**src/rtl/vga_timing_receiver.sv**
```systemverilog
// VGA receive-side timing recovery: sync edge tracking, lock FSM,
// per-pixel valid strobe with captured colour and violation flag.
module vga_timing_receiver #(
   parameter int H_TOTAL         = 800,
   parameter int H_START         = 144,
   parameter int H_ACTIVE        = 640,
   parameter int V_TOTAL         = 525,
   parameter int V_START         = 35,
   parameter int V_ACTIVE        = 480,
   parameter int SYNC_ACTIVE_LOW = 1,
   parameter int LOCK_FRAMES     = 2
) (
   input  logic        clk_100MHz,
   input  logic        reset,
   input  logic        p_tick,
   input  logic        hsync,
   input  logic        vsync,
   input  logic [11:0] rgb,
   output logic [9:0]  x,
   output logic [9:0]  y,
   output logic [11:0] rgb_out,
   output logic        pixel_valid,
   output logic        frame_start,
   output logic        locked,
   output logic        timing_error
);

   localparam logic [9:0] L_MAX   = 10'h3FF;
   localparam logic [9:0] L_HT    = 10'(H_TOTAL);
   localparam logic [9:0] L_HT_M1 = 10'(H_TOTAL - 1);
   localparam logic [9:0] L_HS    = 10'(H_START);
   localparam logic [9:0] L_HE    = 10'(H_START + H_ACTIVE);
   localparam logic [9:0] L_VT    = 10'(V_TOTAL);
   localparam logic [9:0] L_VT_M1 = 10'(V_TOTAL - 1);
   localparam logic [9:0] L_VS    = 10'(V_START);
   localparam logic [9:0] L_VE    = 10'(V_START + V_ACTIVE);
   localparam logic [7:0] L_LOCK  = 8'(LOCK_FRAMES);
   localparam logic       L_POL   = (SYNC_ACTIVE_LOW != 0);

   typedef enum logic [1:0] {SEARCH, ACQUIRE, LOCKED} state_t;

   state_t      r_state;
   logic [9:0]  r_hcnt, r_vcnt, r_x, r_y;
   logic [11:0] r_rgb;
   logic [7:0]  r_good;
   logic        r_hs_prev, r_vs_prev, r_vs_pend;
   logic        r_pv, r_fs, r_locked, r_err;

   logic       w_hs, w_vs, w_hs_edge, w_vs_edge, w_pend, w_fs;
   logic [9:0] w_hinc, w_vinc, w_hnext, w_vnext;
   logic       w_line_bad, w_frm_chk, w_frm_good, w_frm_bad;
   logic       w_h_ovr, w_v_ovr, w_viol, w_active;
   logic [7:0] w_good_inc;

   assign w_hs      = hsync ^ L_POL;
   assign w_vs      = vsync ^ L_POL;
   assign w_hs_edge = w_hs & ~r_hs_prev;
   assign w_vs_edge = w_vs & ~r_vs_prev;
   // A vsync edge coinciding with an hsync edge is consumed at once
   assign w_pend    = r_vs_pend | w_vs_edge;
   assign w_fs      = w_hs_edge & w_pend;

   assign w_hinc  = (r_hcnt == L_MAX) ? L_MAX : r_hcnt + 10'd1;
   assign w_vinc  = (r_vcnt == L_MAX) ? L_MAX : r_vcnt + 10'd1;
   assign w_hnext = w_hs_edge ? 10'd0 : w_hinc;
   assign w_vnext = w_fs ? 10'd0 : (w_hs_edge ? w_vinc : r_vcnt);

   assign w_line_bad = w_hs_edge & (r_hcnt != L_MAX) & (r_hcnt != L_HT_M1);
   assign w_frm_chk  = w_fs & (r_vcnt != L_MAX);
   assign w_frm_good = w_frm_chk & (r_vcnt == L_VT_M1);
   assign w_frm_bad  = w_frm_chk & (r_vcnt != L_VT_M1);
   // Overrun fires only on the step that lands on the total
   assign w_h_ovr = ~w_hs_edge & (r_hcnt != L_MAX) & (w_hinc == L_HT);
   assign w_v_ovr = w_hs_edge & ~w_pend & (r_vcnt != L_MAX)
                  & (w_vinc == L_VT);
   assign w_viol  = w_line_bad | w_frm_bad | w_h_ovr | w_v_ovr;

   assign w_active = (w_hnext >= L_HS) & (w_hnext < L_HE)
                   & (w_vnext >= L_VS) & (w_vnext < L_VE);
   assign w_good_inc = r_good + 8'd1;

   always_ff @(posedge clk_100MHz) begin
      if (!reset) begin
         r_state   <= SEARCH;
         r_hcnt    <= L_MAX;
         r_vcnt    <= L_MAX;
         r_hs_prev <= 1'b0;
         r_vs_prev <= 1'b0;
         r_vs_pend <= 1'b0;
         r_good    <= 8'd0;
         r_x       <= 10'd0;
         r_y       <= 10'd0;
         r_rgb     <= 12'd0;
         r_pv      <= 1'b0;
         r_fs      <= 1'b0;
         r_locked  <= 1'b0;
         r_err     <= 1'b0;
      end else begin
         r_pv  <= 1'b0;
         r_fs  <= 1'b0;
         r_err <= 1'b0;
         if (p_tick) begin
            r_hs_prev <= w_hs;
            r_vs_prev <= w_vs;
            r_vs_pend <= w_pend & ~w_fs;
            r_hcnt    <= w_hnext;
            r_vcnt    <= w_vnext;
            r_fs      <= w_fs;
            unique case (r_state)
               SEARCH: begin
                  if (w_fs) begin
                     r_state <= ACQUIRE;
                     r_good  <= 8'd0;
                  end
               end
               ACQUIRE: begin
                  if (w_viol) begin
                     r_state <= SEARCH;
                  end else if (w_frm_good) begin
                     r_good <= w_good_inc;
                     if (w_good_inc == L_LOCK) begin
                        r_state  <= LOCKED;
                        r_locked <= 1'b1;
                     end
                  end
               end
               LOCKED: begin
                  if (w_viol) begin
                     r_err    <= 1'b1;
                     r_locked <= 1'b0;
                     r_state  <= SEARCH;
                  end else if (w_active) begin
                     r_pv  <= 1'b1;
                     r_x   <= w_hnext - L_HS;
                     r_y   <= w_vnext - L_VS;
                     r_rgb <= rgb;
                  end
               end
               default: r_state <= SEARCH;
            endcase
         end
      end
   end

   assign x            = r_x;
   assign y            = r_y;
   assign rgb_out      = r_rgb;
   assign pixel_valid  = r_pv;
   assign frame_start  = r_fs;
   assign locked       = r_locked;
   assign timing_error = r_err;

endmodule

```
**config.mk**
```make
export PLATFORM = sky130hd
export DESIGN_NAME = vga_timing_receiver
export DESIGN_NICKNAME = d
export VERILOG_FILES = /design/src/rtl/vga_timing_receiver.sv
export SDC_FILE = /design/constraint.sdc
export NUM_CORES = 1
export LEC_CHECK = 0
export ABC_AREA = 1
export BUFFER_PORTS_ARGS = -buffer_cell sky130_fd_sc_hd__buf_2
export CORE_ASPECT_RATIO = 2
export CORE_MARGIN = 5
export CORE_UTILIZATION = 40
export CTS_CLUSTER_SIZE = 12
export DETAILED_ROUTE_END_ITERATION = 6
export MAX_ROUTING_LAYER = met4
export PLACE_DENSITY = 0.58
export SKIP_LAST_GASP = 1
export SYNTH_ARGS = -nofsm -noshare
export SYNTH_HDL_FRONTEND = slang
export SYNTH_SLANG_ARGS = --single-unit
export TNS_END_PERCENT = 20
```
**constraint.sdc**
```tcl
create_clock -name clk_100MHz -period 3.9 [get_ports clk_100MHz]
set_input_delay 0.78 -clock clk_100MHz [delete_from_list [all_inputs] [get_ports clk_100MHz]]
set_output_delay 0.78 -clock clk_100MHz [all_outputs]
set_load 0.02 [all_outputs]
```
==> results of run 1 <==
cell usage after synthesis, types with 3 or more instances:
cell and instances:
a21oi_1 27, nand2_2 7, inv_2 4, buf_2 6, o211ai_1 3, buf_6 3, dfxtp_1 69, inv_1 103
xor2_1 12, clkbuf_1 11, nor2_4 3, xnor2_1 3, nor2_1 111, clkinv_1 3, nor2_2 5, o21ai_0 29
nor3_1 6, nand3_1 55, o21ai_1 3, nand4_1 12, nand2_1 181, ha_1 8
metal layers:
layer	GRT usage [%]	wire (um)	vias to the layer above
met1	18.7	4340	1838
li1	-	-	2190
met3	2.97	416	32
met5	-	0	-
met2	39.3	6860	87
met4	10.9	528	0
layout make-up:
cell class                 instances  area, um2
tap                              135        169
clock inverter                     7       96.3
sequential                        69       1380
fill                            1129       5310
timing repair buffer              56        290
multi-input combinational        478       2260
inverter                         110        413
clock buffer                       9        225
worst register-to-register path, delay by kind of cell, from the launching register on:
kind | cells | cell delay (ns)
AOI/OAI and AO/OA | 2 | 0.34
adders and majority gates | 2 | 0.52
buffers and inverters | 1 | 0.09
DFF | 1 | 0.46
and+or+nand+nor | 12 | 1.60
state kept, by name, summed over array words and instances (netlist names):
signal        count
rgb_out          12
r_hcnt           10
r_vcnt           10
x                10
y                10
r_good            8
r_state           2
frame_start       1
locked            1
pixel_valid       1
r_hs_prev         1
r_vs_pend         1
r_vs_prev         1
timing_error      1
placed cells by master, fill, tap and decap left out, types with 2 or more instances in the layout:
cell type	Yosys	layout
nor2_2	5	5
buf_4	1	4
o211ai_1	3	3
o21ai_0	29	29
nor3_1	6	6
o21ai_2	2	2
nand4_1	12	12
a21oi_1	27	27
ha_1	8	8
clkbuf_16	0	9
inv_1	103	103
nand2_2	7	7
nand2_1	181	181
inv_6	0	2
xnor2_1	3	3
nand3_1	55	55
dfxtp_1	69	69
clkinv_1	3	3
xor2_1	12	12
inv_2	4	4
o21ai_1	3	3
bufinv_16	0	2
o221ai_1	2	2
clkinv_2	0	2
buf_2	6	52
nor2_1	111	111
nor2_4	3	3
stage by stage:
step                      setup slack [ns]  hold slack [ns]  utilization, %  cells
after floorplan                       1.16            0.465               -    679
after detailed placement             0.590            0.481            44.5    848
after global placement               0.710            0.474            44.5    848
after CTS                            0.747            0.487            47.7    864
after global routing                 0.376            0.504            47.7    864
final                                0.773            0.482            47.7    864
kinds of logic after synthesis:
kind of cell / count (synthesis) / share of synthesized area, %
buf+inv: 132 / 12.7
fa+ha+maj: 8 / 2.40
flops: 69 / 33.1
compound gates: 69 / 9.08
simple gates: 386 / 39.6
xor+xnor: 15 / 3.15
path summary, 6_finish.rpt:
check / slack (ns) / from / endpoint / depth (start not counted)
worst max-delay path: 0.77 / r_vcnt[0] / y[4] / 17
worst min-delay path: 0.48 / x[6] / x[6] / 2
worst max register to register: 0.77 / r_vcnt[0] / y[4] / 17
worst min register to register: 0.48 / x[6] / x[6] / 2
power breakdown:
group          internal [W]  total, W  switching (W)
combinational      0.000162  0.000521       0.000359
clock              0.000563  0.000892       0.000329
sequential         0.000750  0.000797      0.0000466
==> impl_metrics.py, run 1 <==
metrics = {
    "sta": {
        "tightest_slew_ns": 0.604,
        "timing.slew.headroom_pct": 59.3,
        "finalSetupViolCount": 0,
        "fin_skew_ns": 0.00865,
        "fmax_mhz": 320,
        "drv_slew": 0,
        "fin_setup_tns_ns": 0,
        "hold_viol_final": 0,
        "min_period_ns": 3.13,
        "finalCritPeriodShare_pct": 80.2,
        "rsz0062_at_grt": "no",
    },
    "min_path": {
        "hold_class": "register to register",
    },
    "power_and_ir_drop": {
        "total_power_w": 0.00221,
        "ir_drop_uv": 262,
        "power_density_mw_per_mm2": 457,
        "total_leakage_power_nw": 2.64,
    },
    "place": {
        "io_buffers": 52,
        "placed_area_mm2": 0.00452,
        "dp_hpwl_um": 9390,
        "gp_routability_congestion": 0.916,
    },
    "route": {
        "wl_um": 12100,
        "wl_per_cell_um": 14.1,
        "drt_iter0_markers": 223,
        "vias_per_cell": 4.80,
        "dr_total_vias": 4147,
        "drc": 0,
        "antenna_left": 0,
        "first_pass_iters": 4,
    },
    "yosys": {
        "synth_warnings": 0,
        "synth_edf_count": 0,
        "synth_seq_cells": 69,
        "synth.area.top_cells": "dfxtp_1, nand2_1, nor2_1",
        "async_flop_share_pct": 0,
        "synth_ff_type": "dfxtp_1",
        "netlist_area_mm2": 0.00418,
        "yosysTopAreaCell": "dfxtp_1",
        "synth_fp_nets": 704,
        "syn_area_per_cell_um2": 6.15,
        "synth_sequential_area_ratio_pct": 33.1,
        "synth_cell_types": 35,
        "synth_top_area_share_pct": 33.1,
        "synthCells": 679,
    },
    "clock_network": {
        "clk_pin_slew_ns": 0.06,
        "clk_latency_ns": 0.34,
        "root_buffer": "clkbuf_16",
        "ctsHoldBuffers": 0,
        "cts_tree": "yes",
        "numCtsBuffers": 9,
        "h-tree-depth": 3,
        "cts_buffer_depth": 2,
        "post-cts-setup-buffers": 0,
        "cts_resized": 0,
        "numClockSinks": 69,
    },
    "critical_path": {
        "path_class": "register to register",
        "slowest_stage": "dfxtp_1",
        "cp_cell_sequence": "ha_1 > inv_1 > nor2_4 > nand3_4 > nand2_1 > nand2_1 > o21ai_0 > ha_1 > nor2_1 > nand2_2 > nand2_2 > nand2_1 > nand2_1 > o21ai_2 > nand2_4 > nor2_1 > nor2_1",
        "worstPathArrival_ns": 3.35,
        "required_ns": 4.13,
        "crit_family": "simple AND/OR/NAND/NOR gates",
        "start_kind": "register",
        "timing.critical_path.mode_cell": "nand2_1",
        "max_stage_delay_ns": 0.46,
        "path_max_fanout": 53,
        "endpoint_kind": "register",
        "cp_num_buf_inv": 1,
    },
    "cells_and_area": {
        "num_antenna_cells": 0,
        "final_area_mm2": 0.00484,
        "nets": 749,
        "drive_above_1_share_pct": 13.4,
        "area_growth_pct": 15.9,
    },
    "grt": {
        "grt_antenna_before_repair": 0,
        "grt_pass1_wl_um": 19400,
        "grt_use_total_pct": 20.7,
        "grt_overflow": 0,
        "grt_start_max_net_pins": 54,
        "grt_pass1_vias": 4011,
    },
    "flow_run": {
        "cap_viol_max_count": 0,
    },
    "floorplan": {
        "rows": 52,
        "initial_utilization_pct": 41.1,
        "core_mm2": 0.0101,
        "io_pins": 53,
        "die_area_mm2": 0.0127,
        "die-height_um": 154,
        "die_w_um": 82.2,
    },
    "run_status": {
        "status": "complete, no violations",
    },
}
(Power assumes the default switching activity.)
==> run 2, diff against run 1 <==
--- a/config.mk
+++ b/config.mk
@@ -5,7 +5,7 @@
 export SDC_FILE = /design/constraint.sdc
 export NUM_CORES = 1
 export LEC_CHECK = 0
-export ABC_AREA = 1
+export ABC_AREA = 0
 export BUFFER_PORTS_ARGS = -buffer_cell sky130_fd_sc_hd__buf_2
 export CORE_ASPECT_RATIO = 2
 export CORE_MARGIN = 5
==> constraint.sdc (replaced) <==
create_clock -name clk_100MHz -period 3.1 [get_ports clk_100MHz]
set_input_delay 0.62 -clock clk_100MHz [delete_from_list [all_inputs] [get_ports clk_100MHz]]
set_output_delay 0.62 -clock clk_100MHz [all_outputs]
set_load 0.02 [all_outputs]
==> impl_metrics.py, run 2 <==
metrics = {
    "sta": {
        "rsz0062_at_grt": "yes",
        "fin_skew_ns": 0.00543,
        "hold_viol_final": 0,
        "min_period_ns": 2.95,
        "drv_slew": 0,
        "finalCritPeriodShare_pct": 95.0,
        "fmax_mhz": 339,
        "tightest_slew_ns": 0.773,
        "finalSetupViolCount": 0,
        "setup_slack_ns": 0.154,
        "timing.slew.headroom_pct": 48.4,
    },
    "route": {
        "dr_total_vias": 4079,
        "antenna_left": 0,
        "wl_per_cell_um": 17.7,
        "drc": 0,
        "wl_um": 12800,
        "first_pass_iters": 4,
        "vias_per_cell": 5.64,
        "drt_iter0_markers": 248,
    },
    "floorplan": {
        "io_pins": 53,
        "initial_utilization_pct": 40.9,
        "rows": 52,
        "die-height_um": 154,
        "die_area_mm2": 0.0126,
        "die_w_um": 81.8,
        "core_mm2": 0.0101,
    },
    "clock_network": {
        "cts_buffer_depth": 2,
        "ctsHoldBuffers": 0,
        "clk_latency_ns": 0.34,
        "numClockSinks": 69,
        "cts_tree": "yes",
        "h-tree-depth": 3,
        "clk_pin_slew_ns": 0.06,
        "numCtsBuffers": 9,
        "root_buffer": "clkbuf_16",
    },
    "critical_path": {
        "slowest_stage": "or3_4",
        "crit_family": "compound AO/OA/AOI/OAI gates",
        "timing.critical_path.mode_cell": "buf_4",
        "endpoint_kind": "register",
        "path_max_fanout": 10,
        "path_class": "register to register",
        "cp_cell_sequence": "buf_4 > nand4_1 > o21ai_2 > a31o_2 > ha_1 > a21boi_2 > a211oi_1 > or3_4 > a2111oi_4 > buf_6 > buf_4 > nor2_1 > a211oi_2",
        "max_stage_delay_ns": 0.39,
        "start_kind": "register",
        "worstPathArrival_ns": 3.19,
        "cp_num_buf_inv": 3,
        "r2r_cells": 13,
        "required_ns": 3.35,
        "reg2reg_slack_ns": 0.15,
        "regToRegEndpoint": "x[4]",
        "reg2reg_from": "r_hcnt[0]",
    },
    "yosys": {
        "synth_warnings": 0,
        "synth_sequential_area_ratio_pct": 33.5,
        "synth_fp_nets": 533,
        "synth_edf_count": 0,
        "netlist_area_mm2": 0.00412,
        "synth.area.top_cells": "dfxtp_1, nand2_1, nand3_1",
        "synth_cell_types": 78,
        "synth_ff_type": "dfxtp_1",
        "synth_seq_cells": 69,
        "syn_area_per_cell_um2": 8.11,
        "synth_common_cells": "dfxtp_1, nand2_1, nand3_1",
        "synthCells": 508,
        "yosysTopAreaCell": "dfxtp_1",
        "async_flop_share_pct": 0,
        "synth_top_area_share_pct": 33.5,
    },
    "power_and_ir_drop": {
        "total_power_w": 0.00283,
        "power_density_mw_per_mm2": 544,
        "total_leakage_power_nw": 2.15,
        "ir_drop_uv": 286,
    },
    "cells_and_area": {
        "area_growth_pct": 26.1,
        "utilization_pct": 51.6,
        "num_antenna_cells": 0,
        "final_area_mm2": 0.00520,
        "final_common_cell": "nand2_1",
        "mostFrequentLayoutCells": "nand2_1, dfxtp_1, buf_4",
        "fillers": 961,
        "nets": 609,
        "drive_above_1_share_pct": 30.3,
        "largest_reg_flops": 12,
    },
    "grt": {
        "grt_pass1_vias": 3963,
        "grt_use_total_pct": 21.4,
        "grt_pass1_wl_um": 19900,
        "grt_overflow": 0,
        "grt_antenna_before_repair": 0,
        "grt_start_max_net_pins": 45,
    },
    "min_path": {
        "min_from": "rgb_out[7]",
        "hold_end": "rgb_out[7]",
        "hold_path_depth": 2,
        "hold_class": "register to register",
    },
    "place": {
        "dp_hpwl_um": 9700,
        "placed_area_mm2": 0.00476,
        "io_buffers": 52,
        "place_ws_ns": -0.137,
        "gp_routability_congestion": 0.967,
    },
    "flow_run": {
        "cap_viol_max_count": 0,
    },
    "run_status": {
        "status": "complete, no violations",
    },
}
[run 2: cell count changes after synthesis, sizes merged, moves of 7 or more]
cell / delta
and4: +7
buf: +21
a211oi: +14
nand3: -17
nor2: -89
xnor2: +7
a21oi: -12
nand2: -120
mux2i: +12
o21ai: +18
inv: -98
[run 2: what timing repair did]
action / in CTS / in global routing
gates cloned: 0 / 1
resized for setup: 2 / 23
setup buffers: 0 / 4
pin swaps: 0 / 6
endpoints found under the setup margin: 7 / 38
[run 2: worst min-delay path: stages, from the launching register on]
cell,delay [ns]
dfxtp_1,0.30
nand2_1,0.05
o21ai_1,0.05
[run 2: kinds of logic after synthesis]
logic type | after synthesis | share of synthesized area, %
adders and majority gates | 8 | 2.43
and+or+nand+nor | 211 | 26.6
AOI/OAI and AO/OA | 135 | 24.3
muxes | 13 | 3.19
DFF | 69 | 33.5
buffers and inverters | 56 | 6.59
xor gates and xnor gates | 16 | 3.40
[run 2: stage by stage]
stage / instances / TNS (ns) / hold slack (ns)
after detailed placement: 703 / -1.84 / 0.440
final: 723 / 0 / 0.445
after global placement: 703 / -0.396 / 0.435
after global routing: 723 / -0.109 / 0.462
after CTS: 718 / -0.00528 / 0.449
after floorplan: 508 / 0 / 0.478
[run 2: final cells by class]
class / instances / area (um2) / area share [%]
clock buffers: 9 / 225 / 4.33
clock inverters: 6 / 88.8 / 1.71
multi-input cells: 383 / 2570 / 49.4
repair buffers: 112 / 724 / 13.9
inverters: 9 / 33.8 / 0.650
well taps: 135 / 169 / 3.25
flip-flops and latches: 69 / 1390 / 26.7
[run 2: metal layers]
metal / vias to the layer above / wire (um) / track usage [%]
met5: - / 0 / -
met4: 0 / 541 / 12.2
met3: 28 / 347 / 2.81
met2: 83 / 7560 / 39.5
met1: 1968 / 4350 / 20.0
li1: 2000 / - / -
[run 2: power by group]
group          total (W)  switching (W)  leakage (nW)  internal (W)
combinational   0.000780       0.000450          1.45      0.000329
sequential      0.000955      0.0000368         0.559      0.000918
clock            0.00109       0.000393         0.147      0.000699
total            0.00283       0.000881          2.15       0.00195
[run 2: worst max-delay path by stage]
stage                   start        end  slack, ns  cells after the start
finish              r_hcnt[0]       x[4]       0.15                     13
CTS                 r_vcnt[4]  r_good[0]     -0.005                      9
floorplan           r_hcnt[0]       x[1]      0.006                     14
global placement        vsync       x[5]      -0.07                     14
detailed placement      vsync       x[4]      -0.14                     14
global route        r_hcnt[0]       x[4]      -0.05                     13
==> run 3, diff against run 2 <==
--- a/config.mk
+++ b/config.mk
@@ -7,14 +7,17 @@
 export LEC_CHECK = 0
 export ABC_AREA = 0
 export BUFFER_PORTS_ARGS = -buffer_cell sky130_fd_sc_hd__buf_2
+export CELL_PAD_IN_SITES_DETAIL_PLACEMENT = 2
+export CELL_PAD_IN_SITES_GLOBAL_PLACEMENT = 2
 export CORE_ASPECT_RATIO = 2
 export CORE_MARGIN = 5
-export CORE_UTILIZATION = 40
+export CORE_UTILIZATION = 34
 export CTS_CLUSTER_SIZE = 12
 export DETAILED_ROUTE_END_ITERATION = 6
 export MAX_ROUTING_LAYER = met4
-export PLACE_DENSITY = 0.58
+export PLACE_DENSITY = 0.78
 export SKIP_LAST_GASP = 1
+export SLEW_MARGIN = 20
 export SYNTH_ARGS = -nofsm -noshare
 export SYNTH_HDL_FRONTEND = slang
 export SYNTH_SLANG_ARGS = --single-unit
==> impl_metrics.py, run 3 (synthesis gave the netlist of run 2 again) <==
metrics = {
    "run_status": {
        "status": "finished with violations",
        "failed_checks": "setup timing",
    },
    "route": {
        "first_pass_iters": 5,
        "drc": 0,
        "wl_per_cell_um": 27.3,
        "vias_per_cell": 6.15,
        "wl_um": 20900,
        "drt_iter0_markers": 211,
        "antenna_left": 0,
        "dr_total_vias": 4714,
    },
    "cells_and_area": {
        "drive_above_1_share_pct": 35.7,
        "mostFrequentLayoutCells": "buf_4, nand2_1, dfxtp_1",
        "final_common_cell": "buf_4",
        "nets": 639,
        "fillers": 1291,
        "largest_reg_flops": 12,
        "area_growth_pct": 36.6,
        "num_antenna_cells": 0,
        "utilization_pct": 46.7,
        "final_area_mm2": 0.00563,
    },
    "critical_path": {
        "r2r_cells": 14,
        "path_class": "register to register",
        "endpoint_kind": "register",
        "required_ns": 3.38,
        "worstPathArrival_ns": 3.55,
        "critPathCapture": "x[1]",
        "start_kind": "register",
        "reg2reg_from": "r_hcnt[0]",
        "reg2reg_slack_ns": -0.18,
        "max_stage_delay_ns": 0.40,
        "regToRegEndpoint": "x[1]",
        "cp_cell_sequence": "ha_4 > nand4_1 > buf_4 > or3_4 > a31o_4 > ha_4 > a21boi_4 > buf_6 > o41ai_4 > a211oi_2 > a2111oi_4 > buf_6 > or3b_1 > o21ai_1",
        "slowest_stage": "a2111oi_4",
        "cp-startpoint": "r_hcnt[0]",
        "path_max_fanout": 6,
    },
    "place": {
        "dp_hpwl_um": 11500,
        "io_buffers": 52,
        "place_ws_ns": -0.271,
        "placed_area_mm2": 0.00488,
        "gp_routability_congestion": 0.853,
    },
    "clock_network": {
        "clk_pin_slew_ns": 0.07,
        "cts_tree": "yes",
        "h-tree-depth": 3,
        "cts_buffer_depth": 2,
        "root_buffer": "clkbuf_16",
        "numClockSinks": 69,
        "numCtsBuffers": 9,
        "clk_latency_ns": 0.36,
    },
    "flow_run": {
        "cap_viol_max_count": 0,
    },
    "sta": {
        "timing.slew.headroom_pct": 52.1,
        "setup_slack_ns": -0.176,
        "hold_viol_final": 0,
        "drv_slew": 0,
        "rsz0062_at_grt": "yes",
        "finalCritPeriodShare_pct": 106,
        "finalSetupViolCount": 34,
        "min_period_ns": 3.28,
        "fmax_mhz": 305,
        "fin_skew_ns": 0.0144,
        "tightest_slew_ns": 0.719,
    },
    "power_and_ir_drop": {
        "ir_drop_uv": 305,
        "power_density_mw_per_mm2": 551,
        "total_leakage_power_nw": 2.35,
        "total_power_w": 0.00310,
    },
    "grt": {
        "grt_pass1_wl_um": 26800,
        "grt_antenna_before_repair": 0,
        "grt_pass1_vias": 5022,
        "grt_start_max_net_pins": 69,
        "grt_overflow": 0,
        "grt_use_total_pct": 24.4,
    },
    "floorplan": {
        "io_pins": 53,
        "die_w_um": 87.9,
        "initial_utilization_pct": 34.2,
        "rows": 57,
        "die_area_mm2": 0.0146,
        "die-height_um": 166,
        "core_mm2": 0.0121,
    },
    "min_path": {
        "hold_class": "register to register",
    },
}
-- run 3: cell types whose count changed in the layout (fill, tap and decap cells not counted), sizes merged --
| cell | change |
|---|---|
| bufinv | -1 |
| clkbuf | +2 |
| buf | +28 |
| clkinvlp | -1 |
| clkinv | +3 |
-- run 3: power by group --
part	internal, W	total, W	switching (W)
clock	0.000627	0.00109	0.000465
combinational	0.000427	0.00106	0.000628
sequential	0.000918	0.000958	0.0000402
total	0.00197	0.00310	0.00113
-- run 3: metrics by stage --
stage | std cells | TNS [ns] | hold slack, ns
floorplan | 508 | 0 | 0.478
global placement | 728 | -3.20 | 0.435
global route | 766 | -6.98 | 0.483
detailed placement | 728 | -5.65 | 0.450
finish | 766 | -2.50 | 0.450
CTS | 749 | -0.00748 | 0.459
-- run 3: cell type report --
| type | count | area (um2) | area share (%) |
|---|---|---|---|
| repair buffers | 142 | 1030 | 18.3 |
| well taps | 147 | 184 | 3.27 |
| inverters | 9 | 38.8 | 0.689 |
| clock inverters | 7 | 73.8 | 1.31 |
| flip-flops and latches | 69 | 1390 | 24.7 |
| clock buffers | 9 | 225 | 4.00 |
| multi-input cells | 383 | 2690 | 47.8 |
-- run 3: worst min-delay path by stage --
stage                 from           to  cells after the start
2_1_floorplan    r_hs_prev    r_hs_prev                      2
5_1_grt         rgb_out[9]   rgb_out[9]                      2
4_1_cts        rgb_out[10]  rgb_out[10]                      2
3_5_place_dp    rgb_out[4]   rgb_out[4]                      2
3_3_place_gp   rgb_out[10]  rgb_out[10]                      2
6_report       rgb_out[10]  rgb_out[10]                      2
-- run 3: what timing repair did --
item,in CTS,in global routing
endpoints found under the setup margin,38,39
pin swaps,5,18
setup buffers,5,15
hold buffers,0,0
gates resized for setup,15,43
cloned,0,2
-- run 3: per-layer routing --
metal | GRT usage (%) | up-vias | part of all wire (%)
met4 | 12.9 | 0 | 6.0
li1 | - | 2067 | -
met5 | - | - | 0
met2 | 45.0 | 194 | 55
met1 | 22.9 | 2372 | 35
met3 | 4.13 | 81 | 3.8
-- run 3: worst max-delay path, delay by kind of cell (launching register included) --
kind / cells / cell delay (ns)
simple gates: 3 / 0.88
flops: 1 / 0.36
compound gates: 6 / 1.11
fa+ha+maj: 2 / 0.31
buf+inv: 3 / 0.52
